===== config.mk =====
export PLATFORM = sky130hd
export DESIGN_NAME = dice_roller
export DESIGN_NICKNAME = d
export VERILOG_FILES = /design/src/rtl/dice_roller.sv
export SDC_FILE = /design/constraint.sdc
export NUM_CORES = 1
export LEC_CHECK = 0
export CORE_AREA = 2 2 39 41
export CTS_BUF_LIST = sky130_fd_sc_hd__clkbuf_16
export DETAILED_ROUTE_END_ITERATION = 10
export DIE_AREA = 0 0 41 43
export GPL_ROUTABILITY_DRIVEN = 1
export PLACE_DENSITY = 0.48
export RECOVER_POWER = 50
export SLEW_MARGIN = 30
export SYNTH_ARGS = -nofsm -noshare
export SYNTH_HDL_FRONTEND = slang
export SYNTH_SLANG_ARGS = --single-unit
export TNS_END_PERCENT = 100

===== constraint.sdc =====
create_clock -name clk -period 1.8 [get_ports clk]
set_input_delay 0.36 -clock clk [delete_from_list [all_inputs] [get_ports clk]]
set_output_delay 0.36 -clock clk [all_outputs]
set_load 0.05 [all_outputs]

===== src/rtl/dice_roller.sv =====
// rtl/dice_roller.sv - coin-driven dice roller: 3 serial coin bits -> colour code.
// Optional DICE_VALUE_EN adds the registered face value and a one-cycle done pulse.
module dice_roller #(
  parameter logic [1:0] RED  = 2'b01,
  parameter logic [1:0] BLUE = 2'b10,
  parameter logic [1:0] NONE = 2'b00
) (
  input  logic       clk,
  input  logic       rst,
  input  logic       start,
  input  logic       coin,
  output logic [1:0] out
`ifdef DICE_VALUE_EN
  ,
  output logic [2:0] face_val,
  output logic [0:0] done
`endif
);

  typedef enum logic [1:0] {IDLE, B2, B1, B0} state_t;

  state_t     state, state_nxt;
  logic [2:0] face_sr, face_sr_nxt;
  logic [2:0] face_full;
  logic [1:0] out_nxt;

  // Faces 0 and 7 are not valid die faces and map to NONE.
  function automatic logic [1:0] colour(input logic [2:0] f);
    case (f)
      3'd1, 3'd3, 3'd5: colour = RED;
      3'd2, 3'd4, 3'd6: colour = BLUE;
      default:          colour = NONE;
    endcase
  endfunction

  always_comb begin
    state_nxt   = state;
    face_sr_nxt = face_sr;
    out_nxt     = out;
    face_full   = {face_sr[1:0], coin};
    case (state)
      IDLE: begin
        if (start) begin
          state_nxt   = B2;
          face_sr_nxt = 3'd0;
          out_nxt     = NONE;
        end
      end
      B2: begin
        face_sr_nxt = face_full;
        state_nxt   = B1;
      end
      B1: begin
        face_sr_nxt = face_full;
        state_nxt   = B0;
      end
      B0: begin
        face_sr_nxt = face_full;
        out_nxt     = colour(face_full);
        state_nxt   = IDLE;
      end
      default: state_nxt = IDLE;
    endcase
  end

  always_ff @(posedge clk) begin
    if (rst) begin
      state   <= IDLE;
      face_sr <= 3'd0;
      out     <= NONE;
    end else begin
      state   <= state_nxt;
      face_sr <= face_sr_nxt;
      out     <= out_nxt;
    end
  end

`ifdef DICE_VALUE_EN
  // Face value and done move on the same B0 edge that updates out.
  always_ff @(posedge clk) begin
    if (rst) begin
      face_val <= 3'd0;
      done     <= 1'b0;
    end else begin
      done <= (state == B0);
      if (state == B0)
        face_val <= face_full;
    end
  end
`endif

endmodule


==> parameters.txt <==
Parameter                              Value

Critical path
  Peak fanout along the critical path    9
  Crit path largest cell delay    350 ps
  CP Data Required Time    1900 ps
  FF-to-FF path depth    5
  Startpoint of the most critical register-to-register path    state[0]
  Slack of the worst reg-to-reg path    420 ps
  Cells along the critical path    inv_1, ha_1, mux2_4, nand4_1, a21oi_1
  Classification of the worst setup path    flop to flop
  Startpoint types    flop
  Critical path capture point type    flop
  Endpoint of the worst-slack reg-to-reg timing path    out[0]
  Data arrival, critical path    1480 ps
  CP max stage cell    sky130_fd_sc_hd__ha_1

Placed design
  Area after detailed placement    371.6 µm²
  DP Wirelength    418 µm
  Final RePlAce weighted congestion    0.6285
  Quantity of I/O buffers inserted on ports    5
  Worst setup slack before clock tree synthesis    336.0 ps
  Dpl cells    54

Detailed routing
  Post-DRT Antenna Nets    0
  Detail-routed via count per cell    4.263
  Wire per inst    10.18 µm
  Detailed-router iteration count before antenna repair    3
  Total wire length after detailed routing    580 µm
  # DRC    0
  Starting DRT DRC Count    4
  Vias after detailed routing    243

Clock network
  Deepest level of the CTS H-tree    1
  CTS sink cnt    6
  Number of gates resized after CTS    0
  Worst-skew pair later-pin latency    230 ps
  Post-CTS setup buffers    0
  Buffer levels on the longest clock path    2
  Number of buffers created by CTS    3
  CTS Hold Bufs    0
  Clock transition time at the flip-flop clock pins of the worst setup and hold paths    30 ps
  Clock tree from TritonCTS    done
  Root cell of the clock tree    sky130_fd_sc_hd__clkbuf_16

Cells and area
  Number of inserted diodes    0
  Most common cell after layout, fill and taps aside    sky130_fd_sc_hd__dfxtp_1
  Final core area utilization    31.74%
  Filler-free cell count of the finished design    57
  Post-route cell area    439.2 µm²
  Final nets    50
  Share of cells above drive strength 1    12.20%
  Synth-to-layout area growth    38.19%
  Leading cell types in the layout, fill and taps excluded    sky130_fd_sc_hd__dfxtp_1 (6), sky130_fd_sc_hd__nand2_1 (4)

Timing
  Worst hold-check slack    447.2 ps
  Rel. slew slack    59.89%
  Max-slew violation total from the final report    0
  Upper clock frequency limit    726.3 MHz
  Final count of negative-setup-slack endpoints    0
  Unrepaired setup endpoints after global routing    false
  Final Hold Vio Count    0
  Post-layout minimum cycle time    1377 ps
  Post-route clock period utilization    76.49%
  Tightest Pin Transition    604.2 ps
  Final setup margin    423.2 ps
  Setup total negative slack    0 ps
  Largest clock skew in the final design    1.942 ps

Synth
  Syn nets    41
  Syn Inst Count    34
  Total of flip-flops plus latches after synthesis    6
  Mean cell area of the mapped netlist    9.347 µm²
  Post-Synthesis Cell Area    317.8 µm²
  Sequential share of the synthesized area    37.80%
  Number of distinct library cell variants in the gate-level netlist after synthesis    16
  Number of warnings printed during yosys synthesis    0

Worst hold path
  Instance count along the most critical hold path    2
  Hold Path Origin    out[0]
  Class of the tightest hold or removal check    flop to flop
  Min-Delay Endpoint    out[0]

Floorplanning
  Count of standard-cell rows    14
  Vertical die dimension    43 µm
  I/O pin count    6
  Effective utilization at floorplan    22.97%
  Die area    0.001763 mm²
  Total core area    0.001384 mm²
  Horiz. Die Dim    41 µm

Global routing
  Initial antenna violation count    0
  Wire length of the first global-routing pass    972 µm
  Vias in the first global route    242
  Overflow after GRT    0
  Global-route usage over all layers    8.451%
  Maximum number of pins on one net before global-route repair    10

Power
  Worst IR drop on VDD    0.0004344 V
  Power density over cell area    1744 mW/mm²
  Leak Pwr    0.1780 nW
  Overall power consumption    765.9 µW

Job
  Maximum capacitance violations    0

Outcome
  Outcome    complete, no violations
[cells by family after synthesis]
group           Yosys count  share of synthesized area (%)
flops                     6                          37.80
fa+ha+maj                 3                          11.81
compound gates            6                          13.78
mux                       3                          11.02
buf+inv                   4                          7.086
simple gates             12                          18.51
[critical path, delay by kind of cell (launching register included)]
kind	cells	cell delay (ps)
DFF	1	310
and+or+nand+nor	1	100
muxes	1	350
buffers and inverters	1	80
adders and majority gates	1	350
AOI/OAI and AO/OA	1	70
[state kept, by name (all words and copies together), names as in the netlist]
register	count
face_sr	2
out	2
state	2
[power breakdown]
part	switching [mW]	internal, mW	leakage [nW]	total, mW
logic	0.112	0.106	0.0921	0.218
clock network	0.0686	0.285	0.0370	0.353
registers	0.0291	0.166	0.0489	0.195
total	0.210	0.556	0.178	0.766
[cells in the mapped netlist, drive strengths merged]
cell type / number / area share, %
nand3b: 1 / 2.4
a211oi: 1 / 2.4
ha: 3 / 12
mux2: 1 / 4.7
o2111ai: 1 / 4.7
nor2: 3 / 3.5
buf: 1 / 3.5
nand4: 1 / 2.0
nand2: 4 / 4.7
nor2b: 1 / 2.0
nand2b: 2 / 3.9
a21oi: 3 / 4.7
mux2i: 2 / 6.3
o22ai: 1 / 2.0
inv: 3 / 3.5
dfxtp: 6 / 38
[final cells by class]
cell class / instances / area [µm²]
Multi-Input combinational cell: 24 / 175.2
Clock buffer: 3 / 75.07
Sequential cell: 6 / 120.1
Inverter: 3 / 11.26
Tap cell: 16 / 20.02
Fill cell: 146 / 944.7
Timing Repair Buffer: 5 / 37.54
[per-layer routing]
layer / part of all wire [%] / global-route usage, % / vias to the layer above
li1: - / - / 130
met1: 51 / 10.68 / 107
met2: 43 / 10.31 / 6
met3: 6.0 / 4.712 / 0
met4: 0 / 6.000 / 0
met5: 0 / 0 / -
[worst max-delay path by stage]
stage             start      to  slack (ps)  depth (start not counted)
6_report       state[0]  out[0]         420                          5
5_1_grt        state[0]  out[0]         320                          5
4_1_cts        state[0]  out[0]         400                          5
3_5_place_dp      start  out[0]         340                          4
3_3_place_gp      start  out[0]         320                          4
2_1_floorplan  state[0]  out[0]         540                          6
Note: power is estimated with default switching activity, not from simulation.
